**config.mk**
```make
export PLATFORM = sky130hd
export DESIGN_NAME = pe_row_act_feeder
export DESIGN_NICKNAME = d
export VERILOG_FILES = /design/src/rtl/pe_row_act_feeder.sv
export SDC_FILE = /design/constraint.sdc
export NUM_CORES = 1
export LEC_CHECK = 0
export BUFFER_PORTS_ARGS = -buffer_cell sky130_fd_sc_hd__buf_4
export CORE_MARGIN = 10
export CORE_UTILIZATION = 45
export CTS_CLUSTER_SIZE = 14
export DETAILED_ROUTE_END_ITERATION = 8
export GPL_TIMING_DRIVEN = 0
export PLACE_DENSITY = 0.74
export REMOVE_ABC_BUFFERS = 1
export SLEW_MARGIN = 40
export SYNTH_ARGS = -nofsm -noshare
export SYNTH_HDL_FRONTEND = slang
export SYNTH_SLANG_ARGS = --single-unit
```
**constraint.sdc**
```tcl
create_clock -name clk -period 3.2 [get_ports clk]
set_input_delay 0.32 -clock clk [delete_from_list [all_inputs] [get_ports clk]]
set_output_delay 0.32 -clock clk [all_outputs]
set_load 0.01 [all_outputs]
```
**src/rtl/pe_row_act_feeder.sv**
```systemverilog
// pe_row_act_feeder: AFIFO transmit side for one PE row.
// Zero-run compresses activations and broadcasts tokens.
module pe_row_act_feeder #(
  parameter int num_pe_col = 16,
  parameter int activation_width = 16,
  parameter int compressed_act_width = activation_width + 1,
  parameter int max_zero_run = 16
) (
  input  logic                            clk,
  input  logic                            rst_n,
  input  logic                            zc_en,
  input  logic [num_pe_col-1:0]           col_mask,
  input  logic                            in_valid,
  output logic                            in_ready,
  input  logic [activation_width-1:0]     in_act,
  input  logic                            in_last,
  input  logic [num_pe_col-1:0]           afifo_full,
  output logic [num_pe_col-1:0]           afifo_write,
  output logic [compressed_act_width-1:0] compressed_act_out,
  output logic                            busy
);

  localparam int AW = activation_width;
  localparam int CW = (max_zero_run > 1) ? $clog2(max_zero_run) : 1;

  typedef enum logic {RUNACC, PEND} state_t;

  state_t                          state;
  logic                            h_valid;
  logic [compressed_act_width-1:0] h_data;
  logic [CW-1:0]                   cnt;
  logic [AW-1:0]                   p;

  logic          can_emit;
  logic          fire;
  logic          h_load;
  logic          accept;
  logic [CW:0]   cnt_inc;
  logic          run_full;
  logic          act_zero;

  assign can_emit = ~|(afifo_full & col_mask);
  assign fire     = h_valid & can_emit;
  assign h_load   = ~h_valid | fire;
  assign in_ready = h_load & (state != PEND);
  assign accept   = in_valid & in_ready;
  assign act_zero = (in_act == '0);
  assign cnt_inc  = {1'b0, cnt} + (CW+1)'(1);
  assign run_full = (cnt_inc == (CW+1)'(max_zero_run));

  assign afifo_write        = fire ? col_mask : '0;
  assign compressed_act_out = h_data;
  assign busy = h_valid | (cnt != '0) | (state == PEND);

  // Holding register, run counter and pending-literal FSM
  always_ff @(posedge clk or negedge rst_n) begin
    if (!rst_n) begin
      state   <= RUNACC;
      h_valid <= 1'b0;
      h_data  <= '0;
      cnt     <= '0;
      p       <= '0;
    end else begin
      if (fire) h_valid <= 1'b0;
      unique case (state)
        PEND: begin
          if (h_load) begin
            h_data  <= {1'b0, p};
            h_valid <= 1'b1;
            state   <= RUNACC;
          end
        end
        default: begin
          if (accept) begin
            if (!zc_en) begin
              h_data  <= {1'b0, in_act};
              h_valid <= 1'b1;
            end else if (act_zero) begin
              if (run_full || in_last) begin
                h_data  <= {1'b1, AW'(cnt)};
                h_valid <= 1'b1;
                cnt     <= '0;
              end else begin
                cnt <= cnt_inc[CW-1:0];
              end
            end else if (cnt == '0) begin
              h_data  <= {1'b0, in_act};
              h_valid <= 1'b1;
            end else begin
              h_data  <= {1'b1, AW'(cnt - CW'(1))};
              h_valid <= 1'b1;
              p       <= in_act;
              cnt     <= '0;
              state   <= PEND;
            end
          end
        end
      endcase
    end
  end

endmodule
```
==> results_dict.tcl, run 1 <==
set metrics [dict create \
    status "complete, but fails checks" \
    violations "negative hold slack" \
    synthDistinctLibCells 45 \
    overflow 0 \
    synth_async_sr_flop_share_pct 100 \
    relSlewSlack_pct 49.1 \
    htree_levels 2 \
    yosys_warnings 0 \
    crit_chain "inv_1 -> ha_1 -> or3b_2 -> or3_1 -> buf_4" \
    netSwitchingPower_mw 0.535 \
    drc 0 \
    finalHoldViolCount 32 \
    final_net_count 367 \
    internal_power_mw 1.19 \
    syn-instance-count 232 \
    fmax_mhz 398 \
    timing.hold.ws_ns -0.0157 \
    wl_per_cell_um 17.5 \
    synth_edf_count 0 \
    cpMaxStageDelayCell "or3b_2" \
    start_kind "register" \
    die_x_um 92.6 \
    yosysTopAreaCell "dfrtp_1" \
    coreArea_um2 5110 \
    ir_worst_vdd_mv 0.413 \
    power.share.clock_pct 24.1 \
    grt_start_max_net_pins 40 \
    final_cells 382 \
    gp_congestion 0.858 \
    cts_made_buffers 5 \
    grt_pass1_wl_um 11100 \
    cts_setup_buffers 0 \
    clock_skew_ns 0.00827 \
    drt-total-wl_um 6670 \
    crit_type "register to output port" \
    setup_violations 0 \
    rsz0062_at_grt "false" \
    clkLatencyLatePin_ns 0.30 \
    synth_top_area_share_pct 41.2 \
    n_antenna_cell 0 \
    drt-initial-drc-count 170 \
    ioPinCount 88 \
    dominantRegCellSynth "dfrtp_1" \
    hold_buffers 0 \
    cpPeakStageDelay_ns 0.56 \
    total_power_mw 1.73 \
    ant_nets 0 \
    ys_ff_latch 39 \
    drv_cap 0 \
    synth.area.top_cells "dfrtp_1 (41%), mux2_2 (12%), mux2_4 (5.7%)" \
    dr.pass1.iters 4 \
    syn_area_um2 2370 \
    cts.sinks 39 \
    grt_pass1_vias 2157 \
    hp-class "input pin to async pin" \
    crit_required_ns 2.88 \
    place_inst 374 \
    post_drt_via_cell_ratio 5.44 \
    yosys.cell_count.top_type "dfrtp_1" \
    start_util_pct 46.4 \
    synthToLayoutAreaGrowth_pct 33.4 \
    ys_top_cells_by_count "dfrtp_1 (39), mux2_2 (25), nand2_1 (21)" \
    rows 26 \
    cellPowerDensity_nw_per_um2 547 \
    netSwitchingFraction_pct 31.0 \
    clockBufferDepth 2 \
    antenna_found_initial 0 \
    cp_max_fo 9 \
    pwr-share-seq_pct 41.6 \
    finalCritPeriodShare_pct 78.4 \
    grt_use_total_pct 15.6 \
    die_h_um 92.6 \
    vias 2079 \
    dp_hpwl_um 4920 \
    clkTransAtPathRegs_ns 0.08 \
    leakagePower_nw 1.55 \
    tightestPinTransition_ns 0.764 \
    ctsResizeCount 0 \
    design.die.area_um2 8570 \
    finalMaxSlewViolations 0 \
    ys_seq_area_share_pct 41.2 \
    clock-root-buffer "clkbuf_8" \
    crit_path_end_kind "output port" \
    cts_tree "done" \
    drive_above_1_share_pct 44.2 \
    period_needed_ns 2.51 \
    numPortBuffers 87 \
    p_comb_share_pct 34.4 \
    arrival_ns 2.19 \
    synth.avg_cell_area_um2 10.2 \
]
[sequential cells by signal, indices dropped and copies added (netlist names)]
| signal | count |
|---|---|
| cnt | 4 |
| p | 16 |
| compressed_act_out | 17 |
| state | 1 |
| h_valid | 1 |
[worst max-delay path: cells and delay by family, from the launching register on]
kind,cells,cell delay [ns]
DFF,1,0.48
buffers and inverters,2,0.27
and+or+nand+nor,2,0.89
adders and majority gates,1,0.25
[area by class of cell]
cell class                      count  area (µm²)
Fill cell                         430        1950
Multi-Input combinational cell    172        1310
Sequential cell                    39         976
Timing Repair Buffer               88         661
Tap cell                           70        87.6
Clock buffer                        5        68.8
Clock inverter                      3        43.8
Inverter                            5        18.8
[layer usage]
layer  GRT usage (%)  share of wire [%]
met5               0                  0
met4            3.86               0.52
met3            4.68                6.3
met2            25.6                 48
met1            19.5                 46
[logic make-up after synthesis]
logic type,count (synthesis),share of synthesized area [%]
buffers and inverters,21,4.28
AND/OR/NAND/NOR,88,20.0
AO/OA/AOI/OAI,45,14.5
multiplexers,36,18.4
flip-flops,39,41.2
adder cells (fa/ha/maj),3,1.58
[power by group through the flow]
stage	registers [mW]	clock network, mW	logic, mW
finish	0.719	0.417	0.594
CTS	0.721	0.422	0.606
global route	0.745	0.445	0.653
global placement	0.723	0	0.593
floorplan	0.757	0	0.272
detailed placement	0.729	0	0.604
[placed cells by master, fill, tap and decap left out, types with 2 or more instances in the layout]
cell and n:
and3_1 17, nor2b_1 2, nor3b_1 2, dfrtp_1 39, o21ai_0 5, nand2_1 21
and2_1 2, o31ai_1 13, ha_1 3, inv_1 5, or3_1 2, buf_4 88
mux2_2 25, o211ai_1 3, mux2_4 9, nand2b_1 3, o311ai_0 2, clkbuf_8 5
a21oi_1 5, mux2i_1 2, a22oi_1 8, nor2_1 20, nor4_1 4, nand3_1 3
o2bb2ai_1 2
[path summary, 6_finish.rpt]
check	start	slack, ns	end	depth (start not counted)
min reg2reg	p[12]	0.51	p[12]	1
min	rst_n	-0.02	compressed_act_out[10]	1
min in group clk	in_act[10]	0.27	p[10]	2
max	cnt[0]	0.69	busy	5
max reg2reg	state	0.81	compressed_act_out[15]	5
max in group asynchronous	rst_n	2.87	cnt[0]	1
[per-stage QoR]
| step | instance area [µm²] | util, % | setup TNS [ns] | setup slack, ns | hold slack (ns) |
|---|---|---|---|---|---|
| CTS | 3160 | 61.9 | 0 | 0.697 | 0.00374 |
| floorplan | 2290 | - | 0 | 0.662 | 0.0244 |
| global route | 3160 | 61.9 | 0 | 0.566 | 0.0106 |
| global placement | 3030 | 59.3 | -0.784 | -0.0502 | 0.322 |
| detailed placement | 3050 | 59.7 | 0 | 0.685 | 0.325 |
| finish | 3160 | 61.9 | 0 | 0.690 | -0.0157 |
(Power assumes the default switching activity.)
==> inputs of run 2 (changes only) <==
==> constraint.sdc (replaced) <==
create_clock -name clk -period 2.6 [get_ports clk]
set_input_delay 0.26 -clock clk [delete_from_list [all_inputs] [get_ports clk]]
set_output_delay 0.26 -clock clk [all_outputs]
set_load 0.01 [all_outputs]
==> run 2 against run 1 <==
The run now ends clean. Cell area up 0.32%. Sequential power increased by 23%. Non-clock buffer count rose by 1. Sequential share of layout area fell by 0.097 points. Die area stayed put. Largest cell class unchanged. Largest power group unchanged.
==> results_dict.tcl, run 2 (synthesis results as in run 1) <==
set metrics [dict create \
    final_cell_mix "buf_4 (88), dfrtp_1 (39), mux2_2 (25)" \
    arrival_ns 2.19 \
    ioPinCount 88 \
    finalCritPeriodShare_pct 94.3 \
    cts_tree "done" \
    rsz0062_at_grt "false" \
    numPortBuffers 87 \
    ant_nets 0 \
    coreArea_um2 5110 \
    cts.sinks 39 \
    grt_pass1_wl_um 11100 \
    die_x_um 92.6 \
    grt_start_max_net_pins 40 \
    period_needed_ns 2.45 \
    hold_buffers 1 \
    drive_above_1_share_pct 44.1 \
    dp_hpwl_um 4920 \
    status "completed" \
    postLayoutCellArea_um2 3170 \
    cpPeakStageDelay_ns 0.56 \
    final_common_cell "buf_4" \
    ctsResizeCount 0 \
    start_kind "register" \
    worst_slack_ns 0.148 \
    drt-total-wl_um 6670 \
    design.die.area_um2 8570 \
    clkLatencyLatePin_ns 0.30 \
    ir_worst_vdd_mv 0.509 \
    path_buf_inv 2 \
    antenna_found_initial 0 \
    clock-root-buffer "clkbuf_8" \
    rows 26 \
    finalHoldViolCount 0 \
    hp-class "input pin to register" \
    fmax_mhz 408 \
    cts_made_buffers 5 \
    start_util_pct 46.4 \
    cts_setup_buffers 0 \
    crit_required_ns 2.34 \
    placed_cell_area_um2 3050 \
    drv_cap 0 \
    clkTransAtPathRegs_ns 0.08 \
    crit_type "register to output port" \
    grt_pass1_vias 2157 \
    clockBufferDepth 2 \
    htree_levels 2 \
    n_antenna_cell 0 \
    grt_use_total_pct 15.6 \
    cellPowerDensity_nw_per_um2 672 \
    cpMaxStageDelayCell "or3b_2" \
    dr.pass1.iters 4 \
    leakagePower_nw 1.56 \
    clock_skew_ns 0.00779 \
    crit_chain "inv_1 -> ha_1 -> or3b_2 -> or3_1 -> buf_4" \
    cp_max_fo 9 \
    overflow 0 \
    vias 2081 \
    drt-initial-drc-count 191 \
    finalMaxSlewViolations 0 \
    wl_per_cell_um 17.4 \
    largest_reg_flops 17 \
    critical_path.top_delay_family "simple AND/OR/NAND/NOR gates" \
    relSlewSlack_pct 48.4 \
    tightestPinTransition_ns 0.774 \
    synthToLayoutAreaGrowth_pct 33.9 \
    post-place-ws_ns 0.145 \
    drc 0 \
    crit_path_end_kind "output port" \
    final_net_count 368 \
    setup_violations 0 \
    post_drt_via_cell_ratio 5.43 \
    tns_ns 0 \
    gp_congestion 0.858 \
    die_h_um 92.6 \
]
-- run 2: cell count changes in the layout (fill, tap and decap cells not counted) --
cell           previous run  this run
dlygate4sd3_1             0         1
-- run 2: per-layer routing --
metal | GRT usage [%] | share of wire, % | up-vias
li1 | - | - | 1018
met3 | 4.68 | 6.4 | 6
met2 | 25.6 | 47 | 67
met4 | 3.86 | 0.82 | 0
met1 | 19.5 | 46 | 990
met5 | 0 | 0 | -
-- run 2: path summary, 6_finish.rpt --
path / startpoint / endpoint / slack [ns] / depth (start not counted)
min in group asynchronous: rst_n / p[9] / 0.47 / 2
setup reg to reg: state / compressed_act_out[15] / 0.20 / 5
setup / recovery: cnt[0] / busy / 0.15 / 5
max in group asynchronous: rst_n / h_valid / 1.79 / 2
hold / removal: in_act[10] / p[10] / 0.21 / 2
hold reg to reg: p[12] / p[12] / 0.51 / 1
-- run 2: layout make-up --
cell class	count	area, µm²
Timing Repair Buffer	89	671
Tap cell	70	87.6
Clock buffer	5	68.8
Sequential cell	39	976
Fill cell	429	1940
Clock inverter	3	43.8
Inverter	5	18.8
Multi-Input combinational cell	172	1310
-- run 2: worst reg2reg max path, stage by stage, from the launching register on --
cell	delay, ns
dfrtp_1	0.85
nand2b_1	0.28
nor2_1	0.06
a31o_2	0.27
nor2b_4	0.44
mux2_2	0.41
-- run 2: power breakdown --
part	switching, mW	internal [mW]	total [mW]	leakage [nW]
Sequential	0.114	0.771	0.886	0.493
Clock	0.226	0.286	0.512	0.0581
Combinational	0.319	0.414	0.734	1.01
-- run 2: stage by stage --
stage	hold slack, ns	power, mW	util [%]	std cells
floorplan	-0.0356	1.27	-	216
global placement	0.262	1.62	59.3	373
detailed placement	0.265	1.64	59.7	374
CTS	0.206	2.15	62.1	383
global route	0.211	2.27	62.1	383
finish	0.211	2.13	62.1	383
==> inputs of run 3 (changes only) <==
--- a/config.mk
+++ b/config.mk
@@ -5,13 +5,14 @@
 export SDC_FILE = /design/constraint.sdc
 export NUM_CORES = 1
 export LEC_CHECK = 0
+export ABC_AREA = 1
 export BUFFER_PORTS_ARGS = -buffer_cell sky130_fd_sc_hd__buf_4
 export CORE_MARGIN = 10
 export CORE_UTILIZATION = 45
 export CTS_CLUSTER_SIZE = 14
 export DETAILED_ROUTE_END_ITERATION = 8
 export GPL_TIMING_DRIVEN = 0
-export PLACE_DENSITY = 0.74
+export PLACE_DENSITY = 0.72
 export REMOVE_ABC_BUFFERS = 1
 export SLEW_MARGIN = 40
 export SYNTH_ARGS = -nofsm -noshare
==> run 3 against run 2 <==
Register-to-register slack better by 0.32 ns. Utilization down 3.5 points. Setup slack better by 0.37 ns. Sequential share of layout area down 2.2 points. Critical path depth up 4. Cell area up 8.0%. Via count up 28%. Largest cell class unchanged. Combinational power down 41%. Routed wire length up 11%. Count of clock-buffer cells in the layout up 1. Largest power group unchanged. Highest routed layer unchanged.
==> results_dict.tcl, run 3 <==
set metrics [dict create \
    gr-usage-met3_pct 3.63 \
    yosys.cell_count.top_type "nand2_1" \
    setup_violations 0 \
    path_common_cell "nand2_1" \
    die_h_um 97.1 \
    ir_worst_vdd_mv 0.279 \
    final_net_count 527 \
    timing.hold.ws_ns 0.234 \
    cts_setup_buffers 0 \
    drt-initial-drc-count 114 \
    postLayoutCellArea_um2 3420 \
    ant_nets 0 \
    grt_use_total_pct 15.6 \
    start_kind "register" \
    post_drt_via_cell_ratio 4.88 \
    synth_top_family_by_area "simple AND/OR/NAND/NOR gates" \
    start_util_pct 45.7 \
    worstHoldStart "in_act[6]" \
    worst_slack_ns 0.518 \
    met1_usage_pct 17.6 \
    r2r-start "cnt[0]" \
    synth_top_area_share_pct 36.5 \
    cts_tree "done" \
    finalCritPeriodShare_pct 80.1 \
    post-place-ws_ns 0.501 \
    drc 0 \
    cts.sinks 39 \
    ys_top_cells_by_count "nand2_1 (164), nor2_1 (44), dfrtp_1 (39)" \
    dr.pass1.iters 4 \
    synth_async_sr_flop_share_pct 100 \
    final_cells 547 \
    r2r-end "compressed_act_out[11]" \
    final_cell_mix "nand2_1 (164), buf_4 (87), nor2_1 (43)" \
    wl_per_cell_um 13.5 \
    final_util_pct 58.5 \
    cts_made_buffers 5 \
    dominantRegCellSynth "dfrtp_1" \
    fmax_mhz 480 \
    synthDistinctLibCells 28 \
    period_needed_ns 2.08 \
    grt_pass1_wl_um 12600 \
    coreArea_um2 5850 \
    rsz0062_at_grt "false" \
    synth.avg_cell_area_um2 6.81 \
    drive_above_1_share_pct 28.6 \
    total_power_mw 1.59 \
    finalHoldViolCount 0 \
    gp_congestion 0.841 \
    n_antenna_cell 0 \
    yosys_warnings 0 \
    ys_seq_area_share_pct 36.5 \
    synth_edf_count 0 \
    numPortBuffers 87 \
    cellPowerDensity_nw_per_um2 464 \
    clock-root-buffer "clkbuf_8" \
    place_inst 538 \
    min_to "p[6]" \
    clkLatencyLatePin_ns 0.29 \
    overflow 0 \
    drv_cap 0 \
    grt_start_max_net_pins 40 \
    crit_start "cnt[0]" \
    crit_required_ns 2.84 \
    finalMaxSlewViolations 0 \
    die_x_um 97.1 \
    muxShareOfSynthArea_pct 0 \
    leakagePower_nw 2.03 \
    yosysTopAreaCell "dfrtp_1" \
    grt_busiest_layer "met2" \
    grt_pass1_vias 2729 \
    status "completed" \
    clock_skew_ns 0.00624 \
    ys_ff_latch 39 \
    dp_hpwl_um 5520 \
    relSlewSlack_pct 64.2 \
    rrSetupSlack_ns 0.52 \
    synthToLayoutAreaGrowth_pct 28.0 \
    placed_cell_area_um2 3320 \
    final_common_cell "nand2_1" \
    rows 28 \
    crit_path_end_kind "register" \
    crit_type "register to register" \
    tightestPinTransition_ns 0.537 \
    reg2reg_depth 9 \
    synth-compound-area-share_pct 3.74 \
    synth.area.top_cells "dfrtp_1 (36%), nand2_1 (23%), nor2_1 (6.2%)" \
    yosys.area_share.simple_pct 48.4 \
    vias 2671 \
    synth_xor_area_share_pct 0.982 \
    synth-adder-area-share_pct 1.40 \
    cp_max_fo 22 \
    tns_ns 0 \
    htree_levels 2 \
    cpPeakStageDelay_ns 0.46 \
    arrival_ns 2.32 \
    crit_chain "ha_1 -> nand2_1 -> nor2_1 -> nor2_1 -> nand4_1 -> nand3_2 -> inv_2 -> nand2_1 -> nand2_1" \
    drt-total-wl_um 7390 \
    antenna_found_initial 0 \
    grtUsageMet2_pct 28.1 \
    design.die.area_um2 9430 \
    syn_area_um2 2680 \
    clkTransAtPathRegs_ns 0.08 \
    clockBufferDepth 2 \
    holdPathStages 3 \
    hp-class "input pin to register" \
    ioPinCount 88 \
    syn-instance-count 393 \
    cpMaxStageDelayCell "dfrtp_1" \
    largest_reg_flops 17 \
]
-- run 3: worst max-delay path: cells and delay by family (launching register included) --
family                   cells  cell delay [ns]
adder cells (fa/ha/maj)      1             0.22
buffers and inverters        1             0.39
AND/OR/NAND/NOR              7             0.95
flip-flops                   1             0.46
-- run 3: area by class of cell --
cell class | count | area [µm²]
inverter | 37 | 139
sequential | 39 | 977
multi-input combinational | 300 | 1470
clock inverter | 2 | 12.5
timing repair buffer | 88 | 663
clock buffer | 6 | 72.6
tap | 75 | 93.8
fill | 579 | 2430
-- run 3: metal layers --
metal	share of wire, %	routed length (µm)
met2	53	3940
met5	0	0
met3	5.0	370
met1	40	2990
met4	1.2	87
-- run 3: power by group --
part / switching [mW] / total [mW] / leakage, nW / internal, mW
Clock: 0.223 / 0.410 / 0.0412 / 0.188
Sequential: 0.0463 / 0.744 / 0.511 / 0.697
Combinational: 0.209 / 0.436 / 1.48 / 0.228
Total: 0.478 / 1.59 / 2.03 / 1.11
-- run 3: how the worst max path moves through the flow --
stage | endpoint | slack (ns) | depth (start not counted)
finish | compressed_act_out[11] | 0.52 | 9
global route | compressed_act_out[15] | 0.26 | 9
detailed placement | compressed_act_out[11] | 0.50 | 9
global placement | in_ready | 0.1 | 9
CTS | in_ready | 0.43 | 2
floorplan | p[0] | 0.82 | 9
-- run 3: repair_timing --
item	4_1_cts	5_1_grt
gates resized for setup	0	0
hold buffers	1	0
hold endpoints to repair	39	0
-- run 3: cell families (layout without fill, tap and decap cells) --
family                   after synthesis  in the layout
AO/OA/AOI/OAI                         17             17
XOR/XNOR                               3              3
adder cells (fa/ha/maj)                3              3
buffers and inverters                 54            133
flip-flops                            39             39
AND/OR/NAND/NOR                      277            277
